$ cat config.mk
export PLATFORM = sky130hd
export DESIGN_NAME = sseg_scan_ctrl
export DESIGN_NICKNAME = d
export VERILOG_FILES = /design/src/rtl/sseg_pkg.sv /design/src/rtl/bin2bcd_serial.sv /design/src/rtl/sseg_scan_ctrl.sv
export SDC_FILE = /design/constraint.sdc
export NUM_CORES = 1
export LEC_CHECK = 0
export CAP_MARGIN = 25
export CORE_MARGIN = 5
export CORE_UTILIZATION = 59
export DETAILED_ROUTE_END_ITERATION = 10
export PLACE_DENSITY = 0.76
export SYNTH_ARGS = -nofsm -noshare
export SYNTH_HDL_FRONTEND = slang
export SYNTH_SLANG_ARGS = --single-unit
$ cat constraint.sdc
create_clock -name clk -period 2.7 [get_ports clk]
set_input_delay 0.675 -clock clk [delete_from_list [all_inputs] [get_ports clk]]
set_output_delay 0.675 -clock clk [all_outputs]
set_load 0.02 [all_outputs]
$ cat src/rtl/sseg_pkg.sv
// Shared types and segment patterns for the seven-segment scan controller.
// Patterns are active-low {g,f,e,d,c,b,a}; sseg_t adds the decimal point as bit 7.
package sseg_pkg;

  typedef logic [7:0] sseg_t;
  typedef logic [3:0] nibble_t;

  localparam logic [6:0] SEG_0     = 7'h40;
  localparam logic [6:0] SEG_1     = 7'h79;
  localparam logic [6:0] SEG_2     = 7'h24;
  localparam logic [6:0] SEG_3     = 7'h30;
  localparam logic [6:0] SEG_4     = 7'h19;
  localparam logic [6:0] SEG_5     = 7'h12;
  localparam logic [6:0] SEG_6     = 7'h02;
  localparam logic [6:0] SEG_7     = 7'h78;
  localparam logic [6:0] SEG_8     = 7'h00;
  localparam logic [6:0] SEG_9     = 7'h10;
  localparam logic [6:0] SEG_BLANK = 7'h7F;
  localparam logic [6:0] SEG_DASH  = 7'h3F;

  // Non-decimal nibbles cannot come out of the BCD engine; show them blank.
  function automatic logic [6:0] seg_decode(input nibble_t n);
    logic [6:0] s;
    case (n)
      4'd0:    s = SEG_0;
      4'd1:    s = SEG_1;
      4'd2:    s = SEG_2;
      4'd3:    s = SEG_3;
      4'd4:    s = SEG_4;
      4'd5:    s = SEG_5;
      4'd6:    s = SEG_6;
      4'd7:    s = SEG_7;
      4'd8:    s = SEG_8;
      4'd9:    s = SEG_9;
      default: s = SEG_BLANK;
    endcase
    return s;
  endfunction

endpackage

$ cat src/rtl/bin2bcd_serial.sv
// Serial double-dabble converter: one input bit per cycle, VALUE_W cycles per value.
// o_done/o_bcd are valid together in the cycle whose clock edge finishes the conversion.
module bin2bcd_serial
  import sseg_pkg::*;
#(
  parameter int VALUE_W = 14,
  parameter int NIBBLES = 5
) (
  input  logic                   i_clk,
  input  logic                   i_rst_n,
  input  logic                   i_start,
  input  logic [VALUE_W-1:0]     i_value,
  output logic                   o_busy,
  output logic                   o_done,
  output logic [NIBBLES*4-1:0]   o_bcd
);

  localparam int CNT_W = $clog2(VALUE_W + 1);

  logic                 r_busy;
  logic [CNT_W-1:0]     r_cnt;
  logic [VALUE_W-1:0]   r_bin;
  logic [NIBBLES*4-1:0] r_bcd;
  logic [NIBBLES*4-1:0] w_bcd_next;
  nibble_t              w_nib;
  logic                 w_carry;

  // Add-3 correction on every nibble, then shift the next binary MSB in.
  always_comb begin
    w_bcd_next = '0;
    w_nib      = '0;
    w_carry    = r_bin[VALUE_W-1];
    for (int i = 0; i < NIBBLES; i++) begin
      w_nib = r_bcd[4*i +: 4];
      if (w_nib >= 4'd5) w_nib = w_nib + 4'd3;
      w_bcd_next[4*i +: 4] = {w_nib[2:0], w_carry};
      w_carry = w_nib[3];
    end
  end

  always_ff @(posedge i_clk or negedge i_rst_n) begin
    if (!i_rst_n) begin
      r_busy <= 1'b0;
      r_cnt  <= '0;
    end else if (i_start) begin
      r_busy <= 1'b1;
      r_cnt  <= CNT_W'(VALUE_W);
    end else if (r_busy) begin
      r_cnt <= r_cnt - CNT_W'(1);
      if (r_cnt == CNT_W'(1)) r_busy <= 1'b0;
    end
  end

  // Working registers carry no reset; they are reloaded on every start.
  always_ff @(posedge i_clk) begin
    if (i_start) begin
      r_bin <= i_value;
      r_bcd <= '0;
    end else if (r_busy) begin
      r_bin <= {r_bin[VALUE_W-2:0], 1'b0};
      r_bcd <= w_bcd_next;
    end
  end

  assign o_busy = r_busy;
  assign o_done = r_busy && (r_cnt == CNT_W'(1));
  assign o_bcd  = w_bcd_next;

endmodule

$ cat src/rtl/sseg_scan_ctrl.sv
// Seven-segment scan controller: binary value -> BCD -> multiplexed common-anode digits.
// Optional brightness dimming via the `duty` port when SSEG_DIMMING_EN is defined.
module sseg_scan_ctrl
  import sseg_pkg::*;
#(
  parameter int DIGITS      = 4,
  parameter int VALUE_W     = 14,
  parameter int REFRESH_DIV = 100000
) (
  input  logic               clk,
  input  logic               rst,
  input  logic [VALUE_W-1:0] value,
  input  logic               load,
  input  logic               blank_lz,
  input  logic [DIGITS-1:0]  dp_in,
`ifdef SSEG_DIMMING_EN
  input  logic [3:0]         duty,
`endif
  output logic [DIGITS-1:0]  an,
  output sseg_t              sseg,
  output logic               busy,
  output logic               overflow
);

  localparam int NIBBLES = DIGITS + 1;
  localparam int PRE_W   = $clog2(REFRESH_DIV);
  localparam int IDX_W   = $clog2(DIGITS);

  logic                 w_eng_busy;
  logic                 w_eng_done;
  logic                 w_start;
  logic [VALUE_W-1:0]   w_start_val;
  logic [NIBBLES*4-1:0] w_bcd;

  logic                 r_pend_vld;
  logic [VALUE_W-1:0]   r_pend_val;
  logic [DIGITS*4-1:0]  r_disp;
  logic                 r_ovf;
  logic [PRE_W-1:0]     r_presc;
  logic [IDX_W-1:0]     r_idx;
  logic [DIGITS-1:0]    r_an;
  sseg_t                r_sseg;

  nibble_t              w_nib;
  logic                 w_dp;
  logic                 w_lz;
  logic                 w_zero;
  logic                 w_zero_above;
  logic [DIGITS-1:0]    w_an_sel;
  sseg_t                w_seg;
  logic                 w_on;

  // A load at the completing edge wins over the held pending value.
  always_comb begin
    w_start     = 1'b0;
    w_start_val = value;
    if (!w_eng_busy) begin
      w_start = load;
    end else if (w_eng_done) begin
      w_start = load | r_pend_vld;
      if (!load) w_start_val = r_pend_val;
    end
  end

  bin2bcd_serial #(
    .VALUE_W (VALUE_W),
    .NIBBLES (NIBBLES)
  ) u_bcd (
    .i_clk   (clk),
    .i_rst_n (rst),
    .i_start (w_start),
    .i_value (w_start_val),
    .o_busy  (w_eng_busy),
    .o_done  (w_eng_done),
    .o_bcd   (w_bcd)
  );

  always_ff @(posedge clk or negedge rst) begin
    if (!rst) begin
      r_pend_vld <= 1'b0;
      r_pend_val <= '0;
      r_disp     <= '0;
      r_ovf      <= 1'b0;
    end else begin
      if (w_eng_busy && !w_eng_done && load) begin
        r_pend_vld <= 1'b1;
        r_pend_val <= value;
      end else if (w_eng_done) begin
        r_pend_vld <= 1'b0;
      end
      if (w_eng_done) begin
        r_disp <= w_bcd[DIGITS*4-1:0];
        r_ovf  <= |w_bcd[NIBBLES*4-1 -: 4];
      end
    end
  end

  always_ff @(posedge clk or negedge rst) begin
    if (!rst) begin
      r_presc <= '0;
      r_idx   <= '0;
    end else if (r_presc == PRE_W'(REFRESH_DIV - 1)) begin
      r_presc <= '0;
      r_idx   <= (r_idx == IDX_W'(DIGITS - 1)) ? '0 : r_idx + IDX_W'(1);
    end else begin
      r_presc <= r_presc + PRE_W'(1);
    end
  end

  // Walk from the top digit down so each digit knows whether everything above it is zero.
  always_comb begin
    w_nib        = '0;
    w_dp         = 1'b0;
    w_lz         = 1'b0;
    w_an_sel     = '1;
    w_zero       = 1'b1;
    w_zero_above = 1'b1;
    for (int i = DIGITS - 1; i >= 0; i--) begin
      w_zero = w_zero_above && (r_disp[4*i +: 4] == 4'd0);
      if (r_idx == IDX_W'(i)) begin
        w_nib       = r_disp[4*i +: 4];
        w_dp        = dp_in[i];
        w_lz        = w_zero && (i != 0);
        w_an_sel[i] = 1'b0;
      end
      w_zero_above = w_zero;
    end
  end

  always_comb begin
    if (r_ovf)
      w_seg = {1'b1, SEG_DASH};
    else if (blank_lz && w_lz)
      w_seg = {~w_dp, SEG_BLANK};
    else
      w_seg = {~w_dp, seg_decode(w_nib)};
  end

`ifdef SSEG_DIMMING_EN
  localparam int SLICE = REFRESH_DIV / 16;
  localparam int LIM_W = PRE_W + 1;

  // Anode on-window is (duty+1) sixteenths of the slot, measured from slot start.
  always_comb begin
    w_on = ({1'b0, r_presc} < LIM_W'((32'(duty) + 32'd1) * SLICE));
  end
`else
  always_comb begin
    w_on = 1'b1;
  end
`endif

  always_ff @(posedge clk or negedge rst) begin
    if (!rst) begin
      r_an   <= '1;
      r_sseg <= 8'hFF;
    end else begin
      r_an   <= w_on ? w_an_sel : '1;
      r_sseg <= w_seg;
    end
  end

  assign an       = r_an;
  assign sseg     = r_sseg;
  assign busy     = w_eng_busy;
  assign overflow = r_ovf;

endmodule

==> qor.log <==
[logic_synthesis] post-synthesis instance area 0.00494 sq mm
[route] DRC Markers 0
[floorplanning] Horiz. Die Dim 102 microns
[worst_setup_path] Worst EP required 2980 ps
[place] global placement routability congestion 0.829
[route] final antenna-violating net count 0
[logic_synthesis] Netlist cell types 59
[logic_synthesis] flop and latch count out of synthesis 102
[cells_and_area] share of post-route cells with drive strength above 1 14.3%
[route] number of vias in the routed layout 3,452
[route] mean number of vias per cell 5.73
[clocking] Sink Count 102
[logic_synthesis] share of async-settable or async-resettable flops after synthesis 66.7%
[cells_and_area] Final Util 69.2%
[clocking] clock tree from TritonCTS built
[timing] count of pins over their slew limit 0
[timing] slew at the pin with the worst max-slew slack 612 ps
[logic_synthesis] fraction of post-synthesis cell area in the top cell type by area 28.3%
[clocking] root buffer cell sky130_fd_sc_hd__clkbuf_8
[timing] final critical-path share of the clock period 86.8%
[logic_synthesis] Post-synth EDFFs 14
[run] number of max-cap violations 0
[timing] post-route minimum period 2340 ps
[worst_setup_path] reg2reg start r_idx[0]
[clocking] post-cts repair resize count 0
[power] Leak 2.40 nW
[logic_synthesis] area fraction in and, or, nand and nor cells after synthesis 14.2%
[timing] RSZ-0062 raised after global routing false
[worst_setup_path] type of element capturing the critical path flip-flop
[logic_synthesis] yosys synthesis warning count 0
[logic_synthesis] sequential fraction of the synthesis area 51.3%
[floorplanning] Die ar. 0.0103 sq mm
[logic_synthesis] Synth Area in Compound Gates 11.2%
[grt] global-route usage over all layers 19.3%
[clocking] maximum root-to-sink buffer count 2
[clocking] cts-stage hold buffer count 0
[floorplanning] io pins 36
[logic_synthesis] main combinational cell family by area after synthesis simple AND/OR/NAND/NOR gates
[worst_setup_path] number of cells traversed by the worst register-to-register path 8
[route] first-pass iteration count of the detailed router 4
[timing] final number of hold-violating endpoints 0
[floorplanning] placement row count 33
[route] violation count after the first detailed-route iteration 132
[grt] maximum number of pins on one net before global-route repair 45
[route] DRT Wirelength 8990 microns
[logic_synthesis] cell with the most instances after synthesis sky130_fd_sc_hd__dfrtp_1
[clocking] count of H-tree levels built during CTS 3
[floorplanning] Placeable Area 0.00818 sq mm
[timing] Max Clock Freq 427 MHz
[logic_synthesis] syn_nets 497
[outcome] status completed
[worst_setup_path] element type at the critical path start flip-flop
[grt] global route overflow 0
[timing] normalized max-slew margin 59.2%
[worst_setup_path] Critical path origin r_idx[0]
[grt] initial antenna violation count 0
[logic_synthesis] multiplexer share of the synthesized area 11.6%
[logic_synthesis] Synth Area in XOR/XNOR 3.72%
[route] WL/cell 14.9 microns
[place] count of input and output buffers 35
[logic_synthesis] Post-Synth Adder-Cell Area 4.56%
[floorplanning] die span in y 102 microns
[floorplanning] Starting Density 60.5%
[place] final HPWL from detailed placement 6300 microns
[timing] worst hold slack 318 ps
[worst_setup_path] critical path peak fanout 11
[timing] aggregate negative setup slack 0 ps
[logic_synthesis] most area-hungry cell type in the Yosys netlist sky130_fd_sc_hd__dfrtp_1
[timing] setup skew after layout 11.1 ps
[grt] number of global-route vias before repair 3,368
[logic_synthesis] Main synth FF type sky130_fd_sc_hd__dfrtp_1
[clocking] latest clock arrival within the worst-skew pair 360 ps
[cells_and_area] layout-stage area growth over the synthesis result 14.4%
[logic_synthesis] cell count after synthesis 457
[logic_synthesis] top area cells in the synthesized netlist sky130_fd_sc_hd__dfrtp_1, sky130_fd_sc_hd__edfxtp_1, sky130_fd_sc_hd__dfxtp_1, sky130_fd_sc_hd__dfstp_2, sky130_fd_sc_hd__mux2i_1
[timing] endpoints failing setup 0
[logic_synthesis] list of most frequent post-synthesis cells sky130_fd_sc_hd__dfrtp_1, sky130_fd_sc_hd__nand2_1, sky130_fd_sc_hd__o21ai_0, sky130_fd_sc_hd__mux2i_1
[worst_setup_path] startpoint-to-endpoint class of the critical path flip-flop to flip-flop
[clocking] Post-CTS Repair Setup Buffers 0
[grt] first-pass GRT wire length 15,700 microns
[cells_and_area] Antenna Diode Count 0
[clocking] Clk pin slew, worst setup/hold paths 90 ps
[cells_and_area] layout net count 532
[clocking] CTS Buf Count 9
[logic_synthesis] average size of a mapped cell 10.8 sq um
[power] Pwr Density 1000 mW/mm^2
[min_path] type of the tightest min-delay check primary input to async pin
[worst_setup_path] signal arrival time at the worst endpoint 2620 ps
[power] Max IR drop VDD 0.707 mV
registers in the layout (all words and copies together), names as in the netlist:
name	count
r_disp	16
an	4
r_pend_val	14
overflow	1
u_bcd.r_bin	14
r_idx	2
u_bcd.o_busy	1
u_bcd.r_cnt	4
u_bcd.r_bcd	20
sseg	8
r_pend_vld	1
r_presc	17
cells by family after synthesis:
group           Yosys count
simple gates            134
flops                   102
compound gates           92
mux                      54
buf+inv                  36
xor+xnor                 21
fa+ha+maj                18
stage by stage:
| stage | worst slack, ps | total power, mW | cells | area (sq um) |
|---|---|---|---|---|
| CTS | 384 | 5.72 | 602 | 5650 |
| detailed placement | 398 | 4.45 | 586 | 5390 |
| global placement | 465 | 4.34 | 586 | 5390 |
| finish | 356 | 5.67 | 602 | 5650 |
| floorplan | 678 | 3.89 | 457 | 4940 |
| global route | 168 | 6.11 | 602 | 5650 |
worst max-delay path, cell delays in order (launching register included):
cell and delay, ps:
sky130_fd_sc_hd__dfrtp_1 390, sky130_fd_sc_hd__inv_1 100, sky130_fd_sc_hd__ha_1 330, sky130_fd_sc_hd__nor2b_1 240, sky130_fd_sc_hd__a22oi_1 110, sky130_fd_sc_hd__a21oi_1 430, sky130_fd_sc_hd__ha_1 220, sky130_fd_sc_hd__a21oi_1 60
sky130_fd_sc_hd__or3b_1 380
cells in the final DEF (no fill, tap or decap), types with 3 or more instances in the layout:
cell and count:
sky130_fd_sc_hd__nor2_1 27, sky130_fd_sc_hd__xnor2_1 15, sky130_fd_sc_hd__mux2i_1 31, sky130_fd_sc_hd__a211oi_1 6, sky130_fd_sc_hd__dfrtp_1 56, sky130_fd_sc_hd__o211ai_1 3, sky130_fd_sc_hd__o21ai_1 3, sky130_fd_sc_hd__a21oi_1 27
sky130_fd_sc_hd__nor3b_1 9, sky130_fd_sc_hd__clkdlybuf4s50_1 34, sky130_fd_sc_hd__xor2_1 6, sky130_fd_sc_hd__inv_1 18, sky130_fd_sc_hd__nand3_1 13, sky130_fd_sc_hd__nor3_1 3, sky130_fd_sc_hd__mux2_2 22, sky130_fd_sc_hd__nor2b_1 3
sky130_fd_sc_hd__bufinv_16 4, sky130_fd_sc_hd__o21ai_0 37, sky130_fd_sc_hd__and3_1 3, sky130_fd_sc_hd__dfxtp_1 20, sky130_fd_sc_hd__clkbuf_8 9, sky130_fd_sc_hd__nand2_1 42, sky130_fd_sc_hd__dfstp_2 12, sky130_fd_sc_hd__nand2b_1 9
sky130_fd_sc_hd__edfxtp_1 14, sky130_fd_sc_hd__buf_4 5, sky130_fd_sc_hd__and4_1 3, sky130_fd_sc_hd__ha_1 18, sky130_fd_sc_hd__nand4_1 5
final timing paths:
path	to	slack [ps]
worst max-delay path	sseg[3]	360
worst min register to register	u_bcd.r_bcd[19]	470
max in group asynchronous	an[2]	1700
worst max register to register	sseg[3]	360
worst min-delay path	overflow	320
min in group clk	u_bcd.r_bcd[19]	470
layout make-up:
type                            count  area [sq um]
Timing Repair Buffer               41           403
Clock inverter                      7           145
Inverter                           19          71.3
Fill cell                         623          2520
Sequential cell                   102          2540
Tap cell                          105           131
Clock buffer                        9           124
Multi-Input combinational cell    319          2240
layer usage:
layer | up-vias | GRT usage [%] | share of wire [%]
met1 | 1686 | 24.5 | 45
met2 | 61 | 31.7 | 49
li1 | 1687 | - | -
met3 | 18 | 6.06 | 3.7
met5 | - | 0 | 0
met4 | 0 | 6.34 | 1.8
power by group:
part | leakage, nW | total, mW | switching (mW) | internal, mW
clock | 0.130 | 1.23 | 0.512 | 0.713
combinational | 1.11 | 1.97 | 1.03 | 0.938
sequential | 1.15 | 2.47 | 0.371 | 2.10
total | 2.40 | 5.67 | 1.91 | 3.75
Note: power is estimated with default switching activity, not from simulation.
